File: src/rtl/collision_resolver_if.sv
// rtl/collision_resolver_if.sv - request/done handshake between the collision resolver and the three-enemy detector array
interface collision_resolver_if;
    logic collision_enable;
    logic done1;
    logic done2;
    logic done3;
    logic c_map_collision;
    logic e1_map_collision;
    logic e2_map_collision;
    logic e3_map_collision;
    logic c_e1_collision;
    logic c_e2_collision;
    logic c_e3_collision;
    logic e1_hit;
    logic e2_hit;
    logic e3_hit;

    modport master (
        output collision_enable,
        input  done1, done2, done3,
        input  c_map_collision,
        input  e1_map_collision, e2_map_collision, e3_map_collision,
        input  c_e1_collision, c_e2_collision, c_e3_collision,
        input  e1_hit, e2_hit, e3_hit
    );

    modport slave (
        input  collision_enable,
        output done1, done2, done3,
        output c_map_collision,
        output e1_map_collision, e2_map_collision, e3_map_collision,
        output c_e1_collision, c_e2_collision, c_e3_collision,
        output e1_hit, e2_hit, e3_hit
    );
endinterface

File: src/rtl/collision_resolver.sv
// rtl/collision_resolver.sv - per-frame collision request, done collection and damage resolve
// Optional WAIT watchdog enabled by defining COLLISION_TIMEOUT_EN.
module collision_resolver #(
    parameter int PLAYER_HP     = 6,
    parameter int ENEMY_HP      = 3,
    parameter int INVULN_FRAMES = 60,
    parameter int TIMEOUT       = 255
) (
    input  logic                 clock,
    input  logic                 reset,
    input  logic                 init,
    input  logic                 start,
    collision_resolver_if.master det,
    output logic                 c_map_block,
    output logic [2:0]           e_map_block,
    output logic [3:0]           player_health,
    output logic [2:0]           enemy1_health,
    output logic [2:0]           enemy2_health,
    output logic [2:0]           enemy3_health,
    output logic [2:0]           enemy_alive,
    output logic                 player_dead,
    output logic                 invulnerable,
    output logic                 resolve_done,
    output logic                 timeout_err
);

    typedef enum logic [2:0] {
        S_IDLE,
        S_REQ,
        S_WAIT,
        S_RESOLVE,
        S_FINISH
    } state_t;

    localparam logic [3:0] HP_INIT  = 4'(PLAYER_HP);
    localparam logic [2:0] EHP_INIT = 3'(ENEMY_HP);
    localparam logic [7:0] INV_LOAD = 8'(INVULN_FRAMES);

    state_t          state_q, state_d;
    logic [3:0]      player_hp_q, player_hp_d;
    logic [2:0][2:0] enemy_hp_q, enemy_hp_d;
    logic [7:0]      invuln_q, invuln_d;
    logic [2:0]      done_q, done_d;
    logic [2:0]      contact_q, contact_d;
    logic [2:0]      hit_q, hit_d;
    logic [2:0]      emap_q, emap_d;
    logic            cmap_q, cmap_d;

    logic [2:0]      done_in;
    logic [2:0]      contact_in;
    logic [2:0]      hit_in;
    logic [2:0]      emap_in;
    logic [2:0]      alive;
    logic [2:0]      accept;
    logic            all_done;

`ifdef COLLISION_TIMEOUT_EN
    localparam logic [7:0] TIMEOUT_LAST = 8'(TIMEOUT - 1);
    logic [7:0] wait_cnt_q, wait_cnt_d;
    logic       timeout_err_q, timeout_err_d;
`endif

    assign done_in    = {det.done3, det.done2, det.done1};
    assign contact_in = {det.c_e3_collision, det.c_e2_collision, det.c_e1_collision};
    assign hit_in     = {det.e3_hit, det.e2_hit, det.e1_hit};
    assign emap_in    = {det.e3_map_collision, det.e2_map_collision, det.e1_map_collision};

    // Health only changes in RESOLVE, so alive is stable through a whole frame.
    always_comb begin
        for (int i = 0; i < 3; i++) begin
            alive[i] = (enemy_hp_q[i] != 3'd0);
        end
    end

    always_comb begin
        state_d     = state_q;
        player_hp_d = player_hp_q;
        enemy_hp_d  = enemy_hp_q;
        invuln_d    = invuln_q;
        done_d      = done_q;
        contact_d   = contact_q;
        hit_d       = hit_q;
        emap_d      = emap_q;
        cmap_d      = cmap_q;
        accept      = 3'b000;
        all_done    = 1'b0;
`ifdef COLLISION_TIMEOUT_EN
        wait_cnt_d    = wait_cnt_q;
        timeout_err_d = timeout_err_q;
`endif

        case (state_q)
            S_IDLE: begin
                if (start) begin
                    state_d = S_REQ;
                end
            end

            S_REQ: begin
                contact_d = 3'b000;
                hit_d     = 3'b000;
                // Dead enemies never report, so count them as already done.
                done_d    = ~alive;
                if (invuln_q != 8'd0) begin
                    invuln_d = invuln_q - 8'd1;
                end
`ifdef COLLISION_TIMEOUT_EN
                wait_cnt_d = 8'd0;
`endif
                state_d = S_WAIT;
            end

            S_WAIT: begin
                accept = done_in & alive;
                for (int i = 0; i < 3; i++) begin
                    if (accept[i]) begin
                        done_d[i]    = 1'b1;
                        contact_d[i] = contact_in[i];
                        hit_d[i]     = hit_in[i];
                        emap_d[i]    = emap_in[i];
                    end
                end
                if (accept[0]) begin
                    cmap_d = det.c_map_collision;
                end
                all_done = &(done_q | accept);
                if (all_done) begin
                    state_d = S_RESOLVE;
                end
`ifdef COLLISION_TIMEOUT_EN
                else if (wait_cnt_q == TIMEOUT_LAST) begin
                    timeout_err_d = 1'b1;
                    state_d       = S_RESOLVE;
                end else begin
                    wait_cnt_d = wait_cnt_q + 8'd1;
                end
`endif
            end

            S_RESOLVE: begin
                for (int i = 0; i < 3; i++) begin
                    if (alive[i] && hit_q[i]) begin
                        enemy_hp_d[i] = enemy_hp_q[i] - 3'd1;
                    end
                end
                // Any number of contacts in one frame costs a single point.
                if ((|(contact_q & alive)) && (invuln_q == 8'd0) && (player_hp_q != 4'd0)) begin
                    player_hp_d = player_hp_q - 4'd1;
                    invuln_d    = INV_LOAD;
                end
                state_d = S_FINISH;
            end

            S_FINISH: begin
                state_d = S_IDLE;
            end

            default: begin
                state_d = S_IDLE;
            end
        endcase

        if (init) begin
            state_d     = S_IDLE;
            player_hp_d = HP_INIT;
            enemy_hp_d  = {3{EHP_INIT}};
            invuln_d    = 8'd0;
            done_d      = 3'b000;
            contact_d   = 3'b000;
            hit_d       = 3'b000;
            emap_d      = 3'b000;
            cmap_d      = 1'b0;
`ifdef COLLISION_TIMEOUT_EN
            wait_cnt_d    = 8'd0;
            timeout_err_d = 1'b0;
`endif
        end
    end

    always_ff @(posedge clock) begin
        if (reset) begin
            state_q     <= S_IDLE;
            player_hp_q <= HP_INIT;
            enemy_hp_q  <= {3{EHP_INIT}};
            invuln_q    <= 8'd0;
            done_q      <= 3'b000;
            contact_q   <= 3'b000;
            hit_q       <= 3'b000;
            emap_q      <= 3'b000;
            cmap_q      <= 1'b0;
        end else begin
            state_q     <= state_d;
            player_hp_q <= player_hp_d;
            enemy_hp_q  <= enemy_hp_d;
            invuln_q    <= invuln_d;
            done_q      <= done_d;
            contact_q   <= contact_d;
            hit_q       <= hit_d;
            emap_q      <= emap_d;
            cmap_q      <= cmap_d;
        end
    end

`ifdef COLLISION_TIMEOUT_EN
    always_ff @(posedge clock) begin
        if (reset) begin
            wait_cnt_q    <= 8'd0;
            timeout_err_q <= 1'b0;
        end else begin
            wait_cnt_q    <= wait_cnt_d;
            timeout_err_q <= timeout_err_d;
        end
    end

    assign timeout_err = timeout_err_q;
`else
    assign timeout_err = 1'b0;
`endif

    assign det.collision_enable = (state_q == S_REQ) || (state_q == S_WAIT);
    assign resolve_done         = (state_q == S_FINISH);
    assign c_map_block          = cmap_q;
    assign e_map_block          = emap_q;
    assign player_health        = player_hp_q;
    assign enemy1_health        = enemy_hp_q[0];
    assign enemy2_health        = enemy_hp_q[1];
    assign enemy3_health        = enemy_hp_q[2];
    assign enemy_alive          = alive;
    assign player_dead          = (player_hp_q == 4'd0);
    assign invulnerable         = (invuln_q != 8'd0);

endmodule

File: src/flat_wrapper.sv
// flat-port wrapper written by rule: the top's interface ports become plain ports
module collision_resolver_flat 
#(
    parameter int PLAYER_HP     = 6,
    parameter int ENEMY_HP      = 3,
    parameter int INVULN_FRAMES = 60,
    parameter int TIMEOUT       = 255
)
  (clock, reset, init, start, c_map_block, e_map_block, player_health, enemy1_health, enemy2_health, enemy3_health, enemy_alive, player_dead, invulnerable, resolve_done, timeout_err, det_collision_enable, det_done1, det_done2, det_done3, det_c_map_collision, det_e1_map_collision, det_e2_map_collision, det_e3_map_collision, det_c_e1_collision, det_c_e2_collision, det_c_e3_collision, det_e1_hit, det_e2_hit, det_e3_hit);
  collision_resolver_if det_i ();
  input  logic clock;
  input  logic reset;
  input  logic init;
  input  logic start;
  output logic c_map_block;
  output logic [2:0] e_map_block;
  output logic [3:0] player_health;
  output logic [2:0] enemy1_health;
  output logic [2:0] enemy2_health;
  output logic [2:0] enemy3_health;
  output logic [2:0] enemy_alive;
  output logic player_dead;
  output logic invulnerable;
  output logic resolve_done;
  output logic timeout_err;
  output wire logic [$bits(det_i.collision_enable)-1:0] det_collision_enable;
  input wire logic [$bits(det_i.done1)-1:0] det_done1;
  input wire logic [$bits(det_i.done2)-1:0] det_done2;
  input wire logic [$bits(det_i.done3)-1:0] det_done3;
  input wire logic [$bits(det_i.c_map_collision)-1:0] det_c_map_collision;
  input wire logic [$bits(det_i.e1_map_collision)-1:0] det_e1_map_collision;
  input wire logic [$bits(det_i.e2_map_collision)-1:0] det_e2_map_collision;
  input wire logic [$bits(det_i.e3_map_collision)-1:0] det_e3_map_collision;
  input wire logic [$bits(det_i.c_e1_collision)-1:0] det_c_e1_collision;
  input wire logic [$bits(det_i.c_e2_collision)-1:0] det_c_e2_collision;
  input wire logic [$bits(det_i.c_e3_collision)-1:0] det_c_e3_collision;
  input wire logic [$bits(det_i.e1_hit)-1:0] det_e1_hit;
  input wire logic [$bits(det_i.e2_hit)-1:0] det_e2_hit;
  input wire logic [$bits(det_i.e3_hit)-1:0] det_e3_hit;
  assign det_collision_enable = det_i.collision_enable;
  assign det_i.done1 = det_done1;
  assign det_i.done2 = det_done2;
  assign det_i.done3 = det_done3;
  assign det_i.c_map_collision = det_c_map_collision;
  assign det_i.e1_map_collision = det_e1_map_collision;
  assign det_i.e2_map_collision = det_e2_map_collision;
  assign det_i.e3_map_collision = det_e3_map_collision;
  assign det_i.c_e1_collision = det_c_e1_collision;
  assign det_i.c_e2_collision = det_c_e2_collision;
  assign det_i.c_e3_collision = det_c_e3_collision;
  assign det_i.e1_hit = det_e1_hit;
  assign det_i.e2_hit = det_e2_hit;
  assign det_i.e3_hit = det_e3_hit;
  collision_resolver #(.PLAYER_HP(PLAYER_HP), .ENEMY_HP(ENEMY_HP), .INVULN_FRAMES(INVULN_FRAMES), .TIMEOUT(TIMEOUT)) u_core (.clock(clock), .reset(reset), .init(init), .start(start), .det(det_i), .c_map_block(c_map_block), .e_map_block(e_map_block), .player_health(player_health), .enemy1_health(enemy1_health), .enemy2_health(enemy2_health), .enemy3_health(enemy3_health), .enemy_alive(enemy_alive), .player_dead(player_dead), .invulnerable(invulnerable), .resolve_done(resolve_done), .timeout_err(timeout_err));
endmodule
File: config.mk
export PLATFORM = sky130hd
export DESIGN_NAME = collision_resolver_flat
export DESIGN_NICKNAME = d
export VERILOG_FILES = /design/src/rtl/collision_resolver_if.sv /design/src/rtl/collision_resolver.sv /design/src/flat_wrapper.sv
export SDC_FILE = /design/constraint.sdc
export NUM_CORES = 1
export LEC_CHECK = 0
export ABC_AREA = 1
export ABC_CLOCK_PERIOD_IN_PS = 4300
export CAP_MARGIN = 20
export CORE_AREA = 4 4 68 70
export DETAILED_ROUTE_END_ITERATION = 8
export DIE_AREA = 0 0 72 74
export PLACE_DENSITY = 0.84
export SLEW_MARGIN = 10
export SYNTH_ARGS = -nofsm -noshare
export SYNTH_HDL_FRONTEND = slang
export SYNTH_SLANG_ARGS = --single-unit
File: constraint.sdc
create_clock -name clock -period 4.3 [get_ports clock]
set_clock_uncertainty 0.15 [all_clocks]
set_input_delay 0.43 -clock clock [delete_from_list [all_inputs] [get_ports clock]]
set_output_delay 0.43 -clock clock [all_outputs]
set_load 0.05 [all_outputs]
==> results of run 1 <==
routing by layer:
metal	wire length (µm)	track usage [%]
met2	1990	29.3
met3	257	5.54
met1	1900	21.2
met4	48	5.43
met5	0	0
final cells by class:
type / instances / area [µm²]
flip-flops and latches: 37 / 741
inverters: 48 / 180
repair buffers: 41 / 408
clock inverters: 1 / 5.00
multi-input cells: 182 / 961
well taps: 50 / 62.6
clock buffers: 7 / 96.3
fillers: 346 / 1520
power breakdown:
part / internal (µW) / leakage [µW] / total [µW] / switching, µW
Clock: 145 / 0.0000542 / 266 / 121
Sequential: 346 / 0.000299 / 348 / 2.60
Combinational: 22.8 / 0.000828 / 50.4 / 27.6
kinds of logic after synthesis:
kind of cell             Yosys count
XOR/XNOR                           3
buffers and inverters             55
AND/OR/NAND/NOR                  112
other                              1
flip-flops                        37
AO/OA/AOI/OAI                     58
adder cells (fa/ha/maj)            8
critical path, cell delays in order (launching register included):
cell and delay (ns):
dfxtp_1 0.32, inv_1 0.10, ha_1 0.17, nand3_1 0.11
nor2_2 0.25, inv_1 0.06, clkdlybuf4s50_1 0.70
through the flow:
stage / hold WS [ns] / power (µW)
floorplan: 0.287 / 384
global placement: 0.287 / 406
detailed placement: 0.292 / 407
CTS: 0.306 / 673
global route: 0.342 / 693
finish: 0.298 / 665
layout by cell type (no fill, tap or decap), types with 3 or more instances in the layout:
cell,n
nor3_1,3
inv_1,40
nand3_2,4
a21oi_1,26
clkbuf_8,7
clkdlybuf4s50_1,40
inv_2,7
a21oi_2,3
nand3_1,22
ha_1,8
nand2_1,40
nand4_1,3
nor2_1,34
dfxtp_1,37
o21ai_0,24
o21bai_1,3
sequential cells by signal (all words and copies together) (netlist names):
signal                count
u_core.c_map_block        1
u_core.hit_q              3
u_core.enemy3_health      3
u_core.invuln_q           8
u_core.e_map_block        3
u_core.contact_q          3
u_core.enemy1_health      3
u_core.player_health      4
u_core.state_q            3
u_core.done_q             3
u_core.enemy2_health      3
final timing paths:
check | end | slack [ns] | cells past startpoint
worst max-delay path | invulnerable | 1.73 | 6
worst min-delay path | u_core.e_map_block[1]$_SDFFE_PP0P_ | 0.30 | 2
worst max register to register | u_core.invuln_q[1]$_SDFFE_PP0P_ | 2.32 | 8
worst min register to register | u_core.e_map_block[1]$_SDFFE_PP0P_ | 0.30 | 2
==> results.cfg, run 1 <==
[outcome]
outcome = complete, no violations

[finish]
fin_area_mm2 = 0.00245
stdcell_count = 366
final_layout_size_suffix_gt1_share_pct = 9.18
final_nets = 340
n_antenna_cell = 0
area_growth_syn_to_layout_pct = 27.0
fin_util_pct = 61.8

[yosys]
synth_top_area_cell = dfxtp_1
synth_compound_area_share_pct = 16.1
synth_fa_ha_area_share_pct = 5.18
syn-num-nets = 299
syn-cell-area_mm2 = 0.00193
synth_top_family_by_area = simple AND/OR/NAND/NOR gates
ys.flop_type = dfxtp_1
synth.top_cell.area_share_pct = 38.3
syn_inst = 274
yosys.area_share.simple_pct = 26.9
yosysWarningCount = 0
synth_xor_area_share_pct = 1.36
avgSynthCellArea_um2 = 7.05
ys_top_cells_by_count = 40 x inv_1, 40 x nand2_1, 37 x dfxtp_1, 34 x nor2_1, 26 x a21oi_1
ys_ff_latch = 37
postSynth.asyncResetShare_pct = 0
synth_cell_types = 28
synthMuxAreaShare_pct = 0
synth_area_leaders = dfxtp_1 38%, inv_1 7.8%, nand2_1 7.8%, a21oi_1 6.7%, nor2_1 6.6%
ys_seq_area_share_pct = 38.3
synth_edf_count = 0

[global_route]
grt_pass1_wl_um = 7310
grt_overflow = 0
antenna_found_initial = 0
grt_max_degree = 23
grt.total_usage_pct = 17.3
first_global_vias = 1694

[min_path]
hold_path.startpoint = u_core.e_map_block[1]$_SDFFE_PP0P_
hold_path_class = reg -> reg

[die]
start_util_pct = 48.6
core_mm2 = 0.00397
dieArea_mm2 = 0.00533
die_h_um = 74
rows = 23
pin_count = 42
fp.dieW_um = 72

[critical_path]
criticalPathCategory = reg -> out
path_max_fanout = 3
start_kind = flip-flop
worstReg2RegStart = u_core.enemy2_health[0]$_SDFFE_PP1P_
crit_arrival_ns = 1.99
crit_start = u_core.invuln_q[0]$_SDFFE_PP0P_
cp.required_ns = 3.72
endpoint_kind = primary output

[clock_tree]
cts_buffers = 5
cts_buffer_depth = 2
clk_pin_slew_worst_paths_ns = 0.07
clk_latency_ns = 0.29
root_buffer = clkbuf_8
cts_resized = 0
cts.sinks = 37
h-tree-depth = 2
cts_tree = built
holdBufCountCts = 0
cts_setup_buffers = 0

[job]
drv_cap = 0

[routing]
via_per_inst = 5.03
wl_per_cell_um = 11.5
num_vias = 1841
drcViolationCount = 0
drt_wl_total_um = 4190
drt_iter0_drc = 146
drt.antenna.violating_nets = 0
firstDrtPassIters = 4

[power]
power_leakage_uw = 0.00118
cellPowerDensity_mw_per_mm2 = 271
ir_drop_uv = 224

[timing]
fin_setup_tns_ns = 0
finalHoldViolCount = 0
period_share_pct = 59.7
max_freq_ghz = 0.390
finalWorstSetupSlack_ns = 1.73
rsz0062_at_grt = no
slew-limit-headroom_pct = 59.5
report.final.setup_viol = 0
drv_slew = 0
min_period_ns = 2.57
tightest_slew_ns = 0.607

[placed_design]
place_ws_ns = 2.04
dpl.hpwl_um = 3110
gp_congestion = 0.806
placed_area_mm2 = 0.00235
port_buffers = 40
dp.cells = 358
No activity file was read; power rests on OpenSTA's default activity.
==> run 2, diff against run 1 <==
--- a/config.mk
+++ b/config.mk
@@ -6,12 +6,12 @@
 export NUM_CORES = 1
 export LEC_CHECK = 0
 export ABC_AREA = 1
-export ABC_CLOCK_PERIOD_IN_PS = 4300
+export ABC_CLOCK_PERIOD_IN_PS = 2150
 export CAP_MARGIN = 20
-export CORE_AREA = 4 4 68 70
+export CORE_AREA = 4 4 71 73
 export DETAILED_ROUTE_END_ITERATION = 8
-export DIE_AREA = 0 0 72 74
-export PLACE_DENSITY = 0.84
+export DIE_AREA = 0 0 75 77
+export PLACE_DENSITY = 0.81
 export SLEW_MARGIN = 10
 export SYNTH_ARGS = -nofsm -noshare
 export SYNTH_HDL_FRONTEND = slang
==> constraint.sdc (replaced) <==
create_clock -name clock -period 2.15 [get_ports clock]
set_clock_uncertainty 0.15 [all_clocks]
set_input_delay 0.215 -clock clock [delete_from_list [all_inputs] [get_ports clock]]
set_output_delay 0.215 -clock clock [all_outputs]
set_load 0.05 [all_outputs]
==> run 2 against run 1 <==
  * Total power grew 100%
  * Sequential share of layout area shrank 0.14 points
  * Flip-flop and latch count is the same
  * Combinational power grew 100%
  * Via count grew 1.1%
  * Hold slack gained 0.018 ns
  * Cell count grew 0.82%
  * First-iteration DRC count shrank 21%
  * Non-clock buffer count grew 1
  * Clock power grew 110%
  * Die area grew 8.4%
  * Critical endpoint is now player_health[2]
==> results.cfg, run 2 (synthesis results as in run 1) <==
[outcome]
outcome = complete, no violations

[routing]
drt_wl_total_um = 4400
wl_per_cell_um = 11.9
drt.antenna.violating_nets = 0
via_per_inst = 5.05
drcViolationCount = 0
drt_iter0_drc = 116
firstDrtPassIters = 4
num_vias = 1862

[critical_path]
crit_arrival_ns = 1.56
endpoint_kind = primary output
cp.buffers_inverters = 1
cp.required_ns = 1.78
crit_chain = clkdlybuf4s50_1
path_max_fanout = 5
crit_family = buffers and inverters
critical_path.max_stage_delay_ns = 0.84
criticalPathCategory = reg -> out
start_kind = flip-flop
critPathSlowestCell = clkdlybuf4s50_1

[finish]
final_cell_mix = 40 x inv_1, 37 x nand2_1, 37 x dfxtp_1, 34 x nor2_1, 33 x clkdlybuf4s50_1
multi_input_comb_area_um2 = 976
layout.area.seq_um2 = 741
final_common_cell = inv_1
nFillCells = 396
area_growth_syn_to_layout_pct = 27.6
regMostFlops = u_core.invuln_q
largest_register_ffs = 8
n_antenna_cell = 0
final_nets = 341
final_layout_size_suffix_gt1_share_pct = 12.6
stdcell_count = 369

[global_route]
grt_overflow = 0
met2_usage_pct = 25.6
grt.busiest_layer = met2
grt_max_degree = 22
grt.total_usage_pct = 16.7
first_global_vias = 1723
grt_pass1_wl_um = 7580
use_met3_pct = 5.23
antenna_found_initial = 0
use_met1_pct = 21.4

[job]
drv_cap = 0

[clock_tree]
holdBufCountCts = 0
cts.sinks = 37
clk_pin_slew_worst_paths_ns = 0.08
cts_tree = built
cts_resized = 0
root_buffer = clkbuf_8
cts_buffer_depth = 2
cts_setup_buffers = 0
cts_buffers = 5
h-tree-depth = 2
clk_latency_ns = 0.30

[power]
power_leakage_uw = 0.00120
cellPowerDensity_mw_per_mm2 = 551
ir_drop_uv = 369

[timing]
rsz0062_at_grt = no
period_share_pct = 89.6
min_period_ns = 1.93
tightest_slew_ns = 0.620
max_freq_ghz = 0.519
slew-limit-headroom_pct = 58.6
finalHoldViolCount = 0
fin_setup_tns_ns = 0
report.final.setup_viol = 0
hold_slack_ns = 0.316
drv_slew = 0

[die]
core_mm2 = 0.00435
die_h_um = 77
fp.dieW_um = 75
rows = 24
dieArea_mm2 = 0.00578
pin_count = 42
start_util_pct = 44.4

[placed_design]
dpl.hpwl_um = 3240
gp_congestion = 0.824
port_buffers = 40
dp.cells = 361

[min_path]
hold_path_class = reg -> reg
## run 2: per-layer routing
layer  up-vias  routed length [µm]
li1        961                   -
met1       848                1950
met2        45                2080
met3         8                 284
met4         0                  89
met5         -                   0
## run 2: worst paths after layout
check                                       startpoint                                  to  slack (ns)  cells past startpoint
setup reg to reg       u_core.invuln_q[0]$_SDFFE_PP0P_     u_core.invuln_q[0]$_SDFFE_PP0P_        0.34                      7
hold reg to reg     u_core.e_map_block[1]$_SDFFE_PP0P_  u_core.e_map_block[1]$_SDFFE_PP0P_        0.32                      2
hold / removal      u_core.e_map_block[1]$_SDFFE_PP0P_  u_core.e_map_block[1]$_SDFFE_PP0P_        0.32                      2
setup / recovery  u_core.player_health[2]$_SDFFE_PP1P_                    player_health[2]        0.22                      1
## run 2: area by class of cell
cell class	instances	share of cell area, %
timing repair buffer	42	16.1
inverter	48	7.31
tap	52	2.64
clock inverter	1	0.355
sequential	37	30.1
clock buffer	7	3.91
multi-input combinational	182	39.6
## run 2: through the flow
step | area (µm²) | total power [µW] | setup slack, ns | util, %
6_report | 2460 | 1360 | 0.223 | 56.6
5_1_grt | 2460 | 1420 | 0.0847 | 56.6
4_1_cts | 2460 | 1380 | 0.186 | 56.4
3_5_place_dp | 2350 | 813 | 0.225 | 54.0
3_3_place_gp | 2350 | 812 | 0.303 | 54.0
2_1_floorplan | 1940 | 768 | 0.0369 | -
## run 2: where the power goes
group          switching (µW)  internal (µW)
Clock                     263            296
Combinational            56.4           45.2
Sequential               5.19            691
Total                     325           1030
## run 2: worst reg2reg max path, cell delays in order (launching register included)
cell and delay (ns):
dfxtp_1 0.32, inv_1 0.10, ha_1 0.17, nand3_1 0.11
nor2_2 0.28, nand3_4 0.27, a21oi_1 0.22, nor2_1 0.07
